**config.mk**
```make
export PLATFORM = sky130hd
export DESIGN_NAME = dcache_line_ctrl
export DESIGN_NICKNAME = d
export VERILOG_FILES = /design/src/rtl/dcache_line_ctrl.sv
export SDC_FILE = /design/constraint.sdc
export NUM_CORES = 1
export LEC_CHECK = 0
export CAP_MARGIN = 10
export CORE_AREA = 2 2 132 134
export DETAILED_ROUTE_END_ITERATION = 16
export DIE_AREA = 0 0 134 136
export PLACE_DENSITY = 0.9
export SLEW_MARGIN = 15
export SYNTH_ARGS = -nofsm -noshare
export SYNTH_HDL_FRONTEND = slang
export SYNTH_SLANG_ARGS = --single-unit
```
**constraint.sdc**
```tcl
create_clock -name clk -period 3.5 [get_ports clk]
set_input_delay 0.7 -clock clk [delete_from_list [all_inputs] [get_ports clk]]
set_output_delay 0.7 -clock clk [all_outputs]
set_load 0.01 [all_outputs]
```
**src/rtl/dcache_line_ctrl.sv**
```systemverilog
// dcache_line_ctrl: line fill / victim writeback engine between the dcache
// miss logic and the memory bus. It drives the data bank's full-line write
// port (bank_mem_wren) and reads dirty victims through its full-line output.
// All outputs are registered and change only at the clock edge.
module dcache_line_ctrl #(
  parameter int unsigned MEM_TIMEOUT = 255
) (
  input  logic        clk,
  input  logic        rst,
  input  logic        miss_req,
  input  logic [14:0] miss_addr,
  input  logic [1:0]  victim_way,
  input  logic        victim_dirty,
  input  logic [8:0]  victim_tag,
  output logic        miss_ack,
  output logic        busy,
  output logic        err_way,
  output logic        err_timeout,
  output logic [14:0] bank_addr,
  output logic [1:0]  bank_way,
  output logic        bank_rden,
  output logic        bank_mem_wren,
  output logic [63:0] bank_wrdata,
  input  logic [63:0] bank_line,
  output logic        mem_req,
  output logic        mem_we,
  output logic [14:0] mem_addr,
  output logic [63:0] mem_wdata,
  input  logic        mem_gnt,
  input  logic        mem_rvalid,
  input  logic [63:0] mem_rdata
);

  typedef enum logic [2:0] {
    S_IDLE,
    S_EVICT_RD,
    S_WB_REQ,
    S_FILL_REQ,
    S_FILL_WAIT,
    S_INSTALL,
    S_DONE
  } state_t;

  // Last count value allowed in a wait state; reaching it aborts the miss.
  localparam logic [7:0] TO_LAST = 8'(MEM_TIMEOUT - 1);

  state_t      r_state;
  logic [11:0] r_line;        // miss line address (tag + index)
  logic [8:0]  r_vtag;        // victim tag
  logic [7:0]  r_cnt;         // cycles spent in the current memory-wait state
  logic        r_miss_ack;
  logic        r_busy;
  logic        r_err_way;
  logic        r_err_timeout;
  logic [14:0] r_bank_addr;
  logic [1:0]  r_bank_way;
  logic        r_bank_rden;
  logic        r_bank_mem_wren;
  logic [63:0] r_bank_wrdata;
  logic        r_mem_req;
  logic        r_mem_we;
  logic [14:0] r_mem_addr;
  logic [63:0] r_mem_wdata;   // doubles as the writeback buffer

  logic [14:0] w_vline;
  logic [14:0] w_fline;
  logic        w_unused;

  assign w_vline  = {r_vtag, r_line[2:0], 3'b000};
  assign w_fline  = {r_line, 3'b000};
  // Byte offset within the line is irrelevant to a line engine.
  assign w_unused = ^miss_addr[2:0];

  // Miss FSM with registered Moore outputs and the memory-wait watchdog.
  always_ff @(posedge clk) begin
    if (rst) begin
      r_state         <= S_IDLE;
      r_line          <= '0;
      r_vtag          <= '0;
      r_cnt           <= '0;
      r_miss_ack      <= 1'b0;
      r_busy          <= 1'b0;
      r_err_way       <= 1'b0;
      r_err_timeout   <= 1'b0;
      r_bank_addr     <= '0;
      r_bank_way      <= '0;
      r_bank_rden     <= 1'b0;
      r_bank_mem_wren <= 1'b0;
      r_bank_wrdata   <= '0;
      r_mem_req       <= 1'b0;
      r_mem_we        <= 1'b0;
      r_mem_addr      <= '0;
      r_mem_wdata     <= '0;
    end else begin
      r_miss_ack      <= 1'b0;
      r_err_way       <= 1'b0;
      r_bank_rden     <= 1'b0;
      r_bank_mem_wren <= 1'b0;
      case (r_state)
        S_IDLE: begin
          if (miss_req) begin
            if (victim_way == 2'd3) begin
              r_err_way <= 1'b1;
            end else begin
              r_line     <= miss_addr[14:3];
              r_vtag     <= victim_tag;
              r_bank_way <= victim_way;
              r_busy     <= 1'b1;
              if (victim_dirty) begin
                r_state     <= S_EVICT_RD;
                r_bank_addr <= {victim_tag, miss_addr[5:3], 3'b000};
                r_bank_rden <= 1'b1;
              end else begin
                r_state    <= S_FILL_REQ;
                r_mem_req  <= 1'b1;
                r_mem_we   <= 1'b0;
                r_mem_addr <= {miss_addr[14:3], 3'b000};
                r_cnt      <= '0;
              end
            end
          end
        end
        S_EVICT_RD: begin
          r_mem_wdata <= bank_line;
          r_state     <= S_WB_REQ;
          r_mem_req   <= 1'b1;
          r_mem_we    <= 1'b1;
          r_mem_addr  <= w_vline;
          r_cnt       <= '0;
        end
        S_WB_REQ: begin
          if (mem_gnt) begin
            r_state    <= S_FILL_REQ;
            r_mem_we   <= 1'b0;
            r_mem_addr <= w_fline;
            r_cnt      <= '0;
          end else if (r_cnt == TO_LAST) begin
            r_state       <= S_IDLE;
            r_err_timeout <= 1'b1;
            r_mem_req     <= 1'b0;
            r_mem_we      <= 1'b0;
            r_busy        <= 1'b0;
          end else begin
            r_cnt <= r_cnt + 8'd1;
          end
        end
        S_FILL_REQ: begin
          if (mem_gnt) begin
            r_mem_req <= 1'b0;
            // Data may ride along with the grant; then the wait state is skipped.
            if (mem_rvalid) begin
              r_bank_wrdata   <= mem_rdata;
              r_bank_addr     <= w_fline;
              r_bank_mem_wren <= 1'b1;
              r_state         <= S_INSTALL;
            end else begin
              r_state <= S_FILL_WAIT;
              r_cnt   <= '0;
            end
          end else if (r_cnt == TO_LAST) begin
            r_state       <= S_IDLE;
            r_err_timeout <= 1'b1;
            r_mem_req     <= 1'b0;
            r_busy        <= 1'b0;
          end else begin
            r_cnt <= r_cnt + 8'd1;
          end
        end
        S_FILL_WAIT: begin
          if (mem_rvalid) begin
            r_bank_wrdata   <= mem_rdata;
            r_bank_addr     <= w_fline;
            r_bank_mem_wren <= 1'b1;
            r_state         <= S_INSTALL;
          end else if (r_cnt == TO_LAST) begin
            r_state       <= S_IDLE;
            r_err_timeout <= 1'b1;
            r_busy        <= 1'b0;
          end else begin
            r_cnt <= r_cnt + 8'd1;
          end
        end
        S_INSTALL: begin
          r_state    <= S_DONE;
          r_miss_ack <= 1'b1;
        end
        S_DONE: begin
          r_state <= S_IDLE;
          r_busy  <= 1'b0;
        end
        default: begin
          r_state   <= S_IDLE;
          r_busy    <= 1'b0;
          r_mem_req <= 1'b0;
        end
      endcase
    end
  end

  assign miss_ack      = r_miss_ack;
  assign busy          = r_busy;
  assign err_way       = r_err_way;
  assign err_timeout   = r_err_timeout;
  assign bank_addr     = r_bank_addr;
  assign bank_way      = r_bank_way;
  assign bank_rden     = r_bank_rden;
  assign bank_mem_wren = r_bank_mem_wren;
  assign bank_wrdata   = r_bank_wrdata;
  assign mem_req       = r_mem_req;
  assign mem_we        = r_mem_we;
  assign mem_addr      = r_mem_addr;
  assign mem_wdata     = r_mem_wdata;

endmodule

```
==> results of run 1 <==
## how the worst max path moves through the flow
stage	endpoint	slack (ns)	cells after the start
3_5_place_dp	mem_addr[8]$_SDFFE_PP0P_	0.52	5
5_1_grt	bank_addr[3]$_SDFFE_PP0P_	0.83	5
4_1_cts	mem_addr[8]$_SDFFE_PP0P_	0.97	5
2_1_floorplan	mem_addr[10]$_SDFFE_PP0P_	1.51	6
6_report	bank_addr[13]$_SDFFE_PP0P_	1.04	5
3_3_place_gp	mem_addr[7]$_SDFFE_PP0P_	0.63	5
## flip-flops by register name, indices dropped and copies added (netlist names), 2 cells and up
signal,flops
bank_way,2
r_line,12
r_vtag,9
bank_addr,12
bank_wrdata,64
r_cnt,8
mem_wdata,64
r_state,3
mem_addr,12
## cell type report
class,instances,area (um2)
Sequential cell,194,3880
Fill cell,1291,5570
Tap cell,225,282
Clock inverter,14,141
Clock buffer,18,439
Inverter,5,18.8
Multi-Input combinational cell,656,3230
Timing Repair Buffer,331,3310
## layer usage
layer  vias to the layer above  track usage [%]  share of wire (%)
met5                         -                0                  0
met4                         0             9.46                2.8
li1                       3640                -                  -
met3                        45             7.57                8.8
met1                      3340             29.0                 40
met2                       290             40.1                 48
## logic make-up (layout without fill, tap and decap cells)
| logic type | Yosys count | in the layout | synth area share (%) |
|---|---|---|---|
| fa+ha+maj | 2 | 2 | 0.334 |
| simple gates | 399 | 399 | 21.5 |
| flops | 194 | 194 | 51.9 |
| mux | 12 | 12 | 1.60 |
| other cells | 1 | 6 | 0.0501 |
| compound gates | 237 | 237 | 19.2 |
| buf+inv | 80 | 368 | 5.48 |
## cell usage after synthesis, types with 4 or more instances
library cell | count | area share (%)
a211oi_1 | 16 | 1.6
a21oi_1 | 168 | 11
a22oi_1 | 9 | 0.90
a311oi_1 | 4 | 0.47
a311oi_2 | 8 | 1.6
buf_2 | 34 | 2.3
buf_4 | 9 | 0.90
clkbuf_1 | 28 | 1.4
dfxtp_1 | 194 | 52
inv_1 | 5 | 0.25
mux2i_1 | 12 | 1.6
nand2_1 | 327 | 16
nand3_1 | 4 | 0.27
nor2_1 | 37 | 1.9
nor3_1 | 8 | 0.53
o21ai_0 | 11 | 0.74
## worst reg2reg max path, cell delays in order (launching register included)
cell and delay [ns]:
dfxtp_1 0.88, nor3b_2 0.45, o21a_2 0.46, a21o_4 0.30
nor2_1 0.08, a211oi_1 0.22
## placed cells by master, fill, tap and decap left out, types with 3 or more instances in the layout
cell type / Yosys / final
nand2_1: 327 / 327
clkdlybuf4s50_1: 0 / 317
dfxtp_1: 194 / 194
a21oi_1: 168 / 168
nor2_1: 37 / 37
clkbuf_16: 0 / 17
a211oi_1: 16 / 16
mux2i_1: 12 / 12
o21ai_0: 11 / 11
buf_4: 9 / 10
a22oi_1: 9 / 9
nor3_1: 8 / 8
a311oi_2: 8 / 8
conb_1: 1 / 6
inv_1: 5 / 5
nand3_1: 4 / 4
a311oi_1: 4 / 4
inv_6: 0 / 4
nand3b_1: 3 / 3
nand2b_1: 3 / 3
a31oi_1: 3 / 3
inv_8: 0 / 3
## through the flow
step           hold WS, ns  util (%)  instances  cell area (um2)  setup slack [ns]
2_1_floorplan        0.437         -        930             7510              1.51
3_3_place_gp         0.441      63.5       1410            10700             0.631
3_5_place_dp         0.446      63.5       1410            10700             0.521
4_1_cts              0.456      66.9       1442            11300             0.975
5_1_grt              0.474      67.0       1443            11300             0.826
6_report             0.454      67.0       1443            11300              1.04
## power by group through the flow
stage,clock (mW),combinational (mW),sequential (mW)
6_report,1.93,1.21,2.49
5_1_grt,2.06,1.32,2.51
4_1_cts,1.98,1.21,2.49
3_5_place_dp,0,1.20,2.54
3_3_place_gp,0,1.18,2.53
2_1_floorplan,0,0.569,2.58
==> results by group, run 1 <==
Power
  – Sw frac: 28.9%
  – Pint: 4.00 mW
  – Reported net switching power: 1.62 mW
  – Total design power: 5.63 mW
  – Power share of the clock group: 34.2%
  – PwrDens: 498 nW/um2
  – Register share of total power: 44.3%
  – VDD IR max: 0.000336 V
  – Gate power share: 21.5%
  – Leakage: 3.88 nW

Hold path
  – WHS Endpoint: bank_wrdata[34]$_SDFFE_PP0P_
  – Hold/Removal Path Class: register to register
  – Hold Path Stages: 2
  – Min-delay src: bank_wrdata[34]$_SDFFE_PP0P_

Global routing
  – Gr usage total: 24.0%
  – First-pass GRT wire length: 34.6 mm
  – Vias in the first global route: 6,762
  – Remaining Overflow, GRT: 0
  – Initial antenna violation count: 0
  – Pin count of the biggest net entering global routing: 83

Synthesis
  – FFs w/ async S/R, synth: 0%
  – Predominant post-synthesis flop cell: dfxtp_1
  – Sequential area share after synthesis: 51.9%
  – Yosys warnings: 0
  – Post-synth EDFFs: 0
  – Synthesized area: 7490 um2
  – Avg Cell Area, Syn: 8.09 um2
  – Yosys cell types: 49
  – FF+latch count, synth: 194
  – Synthesized instance count: 925

Clock network
  – Hold_buf cts: 0
  – CTS root buf: clkbuf_16
  – CTS resizes: 0
  – Post-CTS Setup Inserts: 0
  – Worst-path clk slew: 0.07 ns
  – Sink Count: 194
  – Clk_lat worst skew: 0.44 ns
  – Clk buf depth: 2
  – CTS Buf Count: 17
  – H-tree levels: 4
  – CTS tree: done

Floorplanning
  – Row count: 48
  – CORE AREA: 16,900 um2
  – Die Area: 18,200 um2
  – Die height: 136 um
  – IO Pins: 328
  – Initial Util: 44.4%
  – Die X: 134 um

Route
  – Vias: 7,315
  – Initial DRC Count: 444
  – Avg WL per Cell: 15.9 um
  – Vias per Instance: 5.07
  – Pre-antenna DRT Iters: 5
  – ANT nets after route: 0
  – DRT Wirelength: 23.0 mm
  – Number of remaining DRC errors: 0

Setup path
  – Slowest cell on the critical path: dfxtp_1
  – Reg-to-reg startpoint: r_state[2]$_SDFFE_PP0P_
  – Reg2reg end: bank_addr[13]$_SDFFE_PP0P_
  – Max Fanout on Critical Path: 25
  – Worst Path Class, Setup: register to register
  – Critical path capture point type: register
  – Cell chain of the critical path: nor3b_2 > o21a_2 > a21o_4 > nor2_1 > a211oi_1
  – Critical path buffers and inverters: 0
  – Slowest cell delay on critical path: 0.88 ns
  – Worst endpoint required time: 3.84 ns
  – Launch point of the worst path: r_state[2]$_SDFFE_PP0P_
  – Crit path DAT: 2.80 ns
  – Delay-heaviest family, CP: compound AO/OA/AOI/OAI gates
  – Reg2Reg Setup Slack: 1.04 ns
  – FF-to-FF path depth: 5
  – Setup crit start kind: register

Timing
  – Final hold violations: 0
  – Relative slew slack: 36.6%
  – Clock period minus final worst setup slack: 2.46 ns
  – Final setup fails: 0
  – Least-Margin Pin Slew: 0.948 ns
  – Final Cycle Share: 70.3%
  – Clk_skew: 0.0156 ns
  – Unrepaired setup endpoints after global routing: false
  – Pins Over Slew Limit: 0
  – Setup TNS: 0 ns
  – Fmax achieved: 0.407 GHz

Final layout
  – Fin nets: 1,367
  – Antenna diodes: 0
  – Share of layout cells above drive strength 1: 5.25%
  – P&R area growth vs syn: 51.0%

Placement
  – Port buffer count: 318
  – Dpl hpwl: 16.1 mm
  – GP Congestion: 0.854

Job
  – Max-Cap Viols: 0

Run status
  – Outcome: complete, no violations
No activity file was read; power rests on OpenSTA's default activity.
==> inputs of run 2 (changes only) <==
- CORE_AREA: 2 2 132 134 -> 2 2 144 146
- DIE_AREA: 0 0 134 136 -> 0 0 146 148
- PLACE_DENSITY: 0.9 -> 0.81
- clock period: 3.5 -> 2.12 ns (I/O delays scaled with it)
==> run 2 against run 1 <==
Critical path depth rose by 2. Power rose by 66%. Routed wire length barely moved. Via count rose by 1.9%. Register-to-register slack got worse by 0.78 ns. Highest routed layer unchanged. Global-route usage fell by 3.3 points.
==> results by group, run 2 (same netlist as run 1, synthesis figures left out) <==
Run status
  – Outcome: complete, no violations

Placement
  – DP Cell Count: 1,486 (+5.4%)
  – Pre-CTS setup slack: -0.212 ns (-0.732 ns)
  – Dpl hpwl: 16.7 mm (+3.6%)
  – GP Congestion: 0.789 (-7.7%)
  – Port buffer count: 318 (unchanged)

Global routing
  – Pin count of the biggest net entering global routing: 77 (-7.2%)
  – Vias in the first global route: 7,121 (+5.3%)
  – First-pass GRT wire length: 36.2 mm (+4.7%)
  – Remaining Overflow, GRT: 0 (unchanged)
  – Gr usage total: 20.7% (-3.3 points)
  – Initial antenna violation count: 2 (+2)

Clock network
  – Clk buf depth: 2 (unchanged)
  – CTS tree: done
  – Post-CTS Setup Inserts: 0 (unchanged)
  – CTS Buf Count: 17 (unchanged)
  – CTS root buf: clkbuf_16
  – Clk_lat worst skew: 0.43 ns (about the same)
  – Hold_buf cts: 0 (unchanged)
  – Worst-path clk slew: 0.07 ns (about the same)
  – Sink Count: 194 (unchanged)
  – H-tree levels: 4 (unchanged)

Route
  – Avg WL per Cell: 15.1 um (-5.0%)
  – ANT nets after route: 0 (unchanged)
  – Initial DRC Count: 278 (-37%)
  – Vias: 7,451 (+1.9%)
  – Vias per Instance: 4.90 (-3.3%)
  – DRT Wirelength: 23.0 mm (about the same)
  – Number of remaining DRC errors: 0 (unchanged)
  – Pre-antenna DRT Iters: 4 (-1)

Setup path
  – Launch point of the worst path: miss_req
  – Worst endpoint required time: 2.46 ns (-1.38 ns)
  – Cell chain of the critical path: clkdlybuf4s50_1 > a21bo_4 > or4_4 > o311ai_4 > buf_12 > nor2_1 > a311oi_2
  – Setup crit start kind: primary input
  – Slowest cell delay on critical path: 0.49 ns (-0.39 ns)
  – Critical path buffers and inverters: 2 (+2)
  – Worst Path Class, Setup: primary input to register
  – Critical path capture point type: register
  – Reg-to-reg startpoint: r_state[0]$_SDFFE_PP0P_
  – Crit path DAT: 2.22 ns (-0.58 ns)
  – Max Fanout on Critical Path: 11 (-56%)
  – Delay-heaviest family, CP: buffers and inverters
  – Slowest cell on the critical path: clkdlybuf4s50_1

Timing
  – Clk_skew: 0.0120 ns (-0.00354 ns)
  – Pins Over Slew Limit: 0 (unchanged)
  – Final Cycle Share: 89.0%
  – Worst setup margin: 0.233 ns (-0.808 ns)
  – Final setup fails: 0 (unchanged)
  – Fmax achieved: 0.530 GHz
  – Unrepaired setup endpoints after global routing: false
  – Setup TNS: 0 ns (unchanged)
  – Final hold violations: 0 (unchanged)
  – Clock period minus final worst setup slack: 1.89 ns
  – Relative slew slack: 38.7% (+2.2 points)
  – Least-Margin Pin Slew: 0.919 ns (-0.0292 ns)

Final layout
  – Share of layout cells above drive strength 1: 7.53% (+2.3 points)
  – P&R area growth vs syn: 56.2%
  – Cell Count, Final, Fillers Out: 1,520 (+5.3%)
  – Fin nets: 1,397 (+2.2%)
  – Leading cell types in the layout, fill and taps excluded: 327 x nand2_1, 317 x clkdlybuf4s50_1, 194 x dfxtp_1, 168 x a21oi_1, 36 x nor2_1
  – Commonest non-fill, non-tap cell in the layout: nand2_1

Floorplanning
  – Die X: 146 um (+9.0%)
  – IO Pins: 328 (unchanged)
  – Initial Util: 37.4% (-7.0 points)
  – CORE AREA: 20,000 um2 (+19%)
  – Row count: 52 (+8.3%)
  – Die Area: 21,600 um2 (+19%)
  – Die height: 148 um (+8.8%)

Power
  – VDD IR max: 0.000540 V (+61%)
  – PwrDens: 800 nW/um2 (+61%)
  – Leakage: 4.07 nW (+4.7%)

Hold path
  – Hold/Removal Path Class: primary input to register
  – Min-delay src: rst

Job
  – Max-Cap Viols: 0 (unchanged)
[run 2: cell types whose count changed in the layout (fill, tap and decap cells not counted), sizes merged]
cell      change
diode         +2
clkinvlp      -2
buf          +30
inv           +2
clkinv        +1
bufinv        -1
[run 2: worst paths after layout]
check	endpoint	slack, ns	cells past startpoint
worst max register to register	bank_addr[6]$_SDFFE_PP0P_	0.26	6
worst min-delay path	bank_rden$_SDFF_PP0_	0.45	2
worst max-delay path	mem_addr[9]$_SDFFE_PP0P_	0.23	7
worst min register to register	bank_wrdata[44]$_SDFFE_PP0P_	0.45	2
[run 2: per-stage QoR]
step	power [mW]	hold WS, ns	instance area [um2]	utilization (%)
floorplan	5.20	0.437	7510	-
global placement	6.29	0.441	11100	55.5
detailed placement	6.33	0.445	11100	55.5
CTS	9.47	0.439	11700	58.3
global route	9.82	0.470	11700	58.3
finish	9.36	0.451	11700	58.3
[run 2: per-layer routing]
layer	wire (um)	track usage (%)
met1	9190	23.1
met2	11400	36.7
met3	1840	7.07
met4	517	7.52
met5	0	0
[run 2: cell type report]
class	count	area, um2
diodes	2	5.00
well taps	270	338
clock buffers	18	429
flip-flops and latches	194	3880
clock inverters	14	141
fillers	1791	8350
inverters	5	18.8
repair buffers	361	3640
multi-input cells	656	3230
[run 2: where the power goes]
| group | total, mW | switching, mW | internal (mW) |
|---|---|---|---|
| clock network | 3.12 | 1.54 | 1.57 |
| logic | 2.16 | 1.05 | 1.11 |
| registers | 4.08 | 0.154 | 3.93 |
| total | 9.36 | 2.75 | 6.61 |
[run 2: timing repair]
item | CTS | global route
setup endpoints to repair | 0 | 1
endpoints found under the hold margin | 0 | 0
gates resized for setup | 0 | 1
==> inputs of run 3 (changes only) <==
- GPL_ROUTABILITY_DRIVEN: unset -> 0
==> results of run 3 <==
The final DEF is identical to that of run 2; final timing and power are the same.
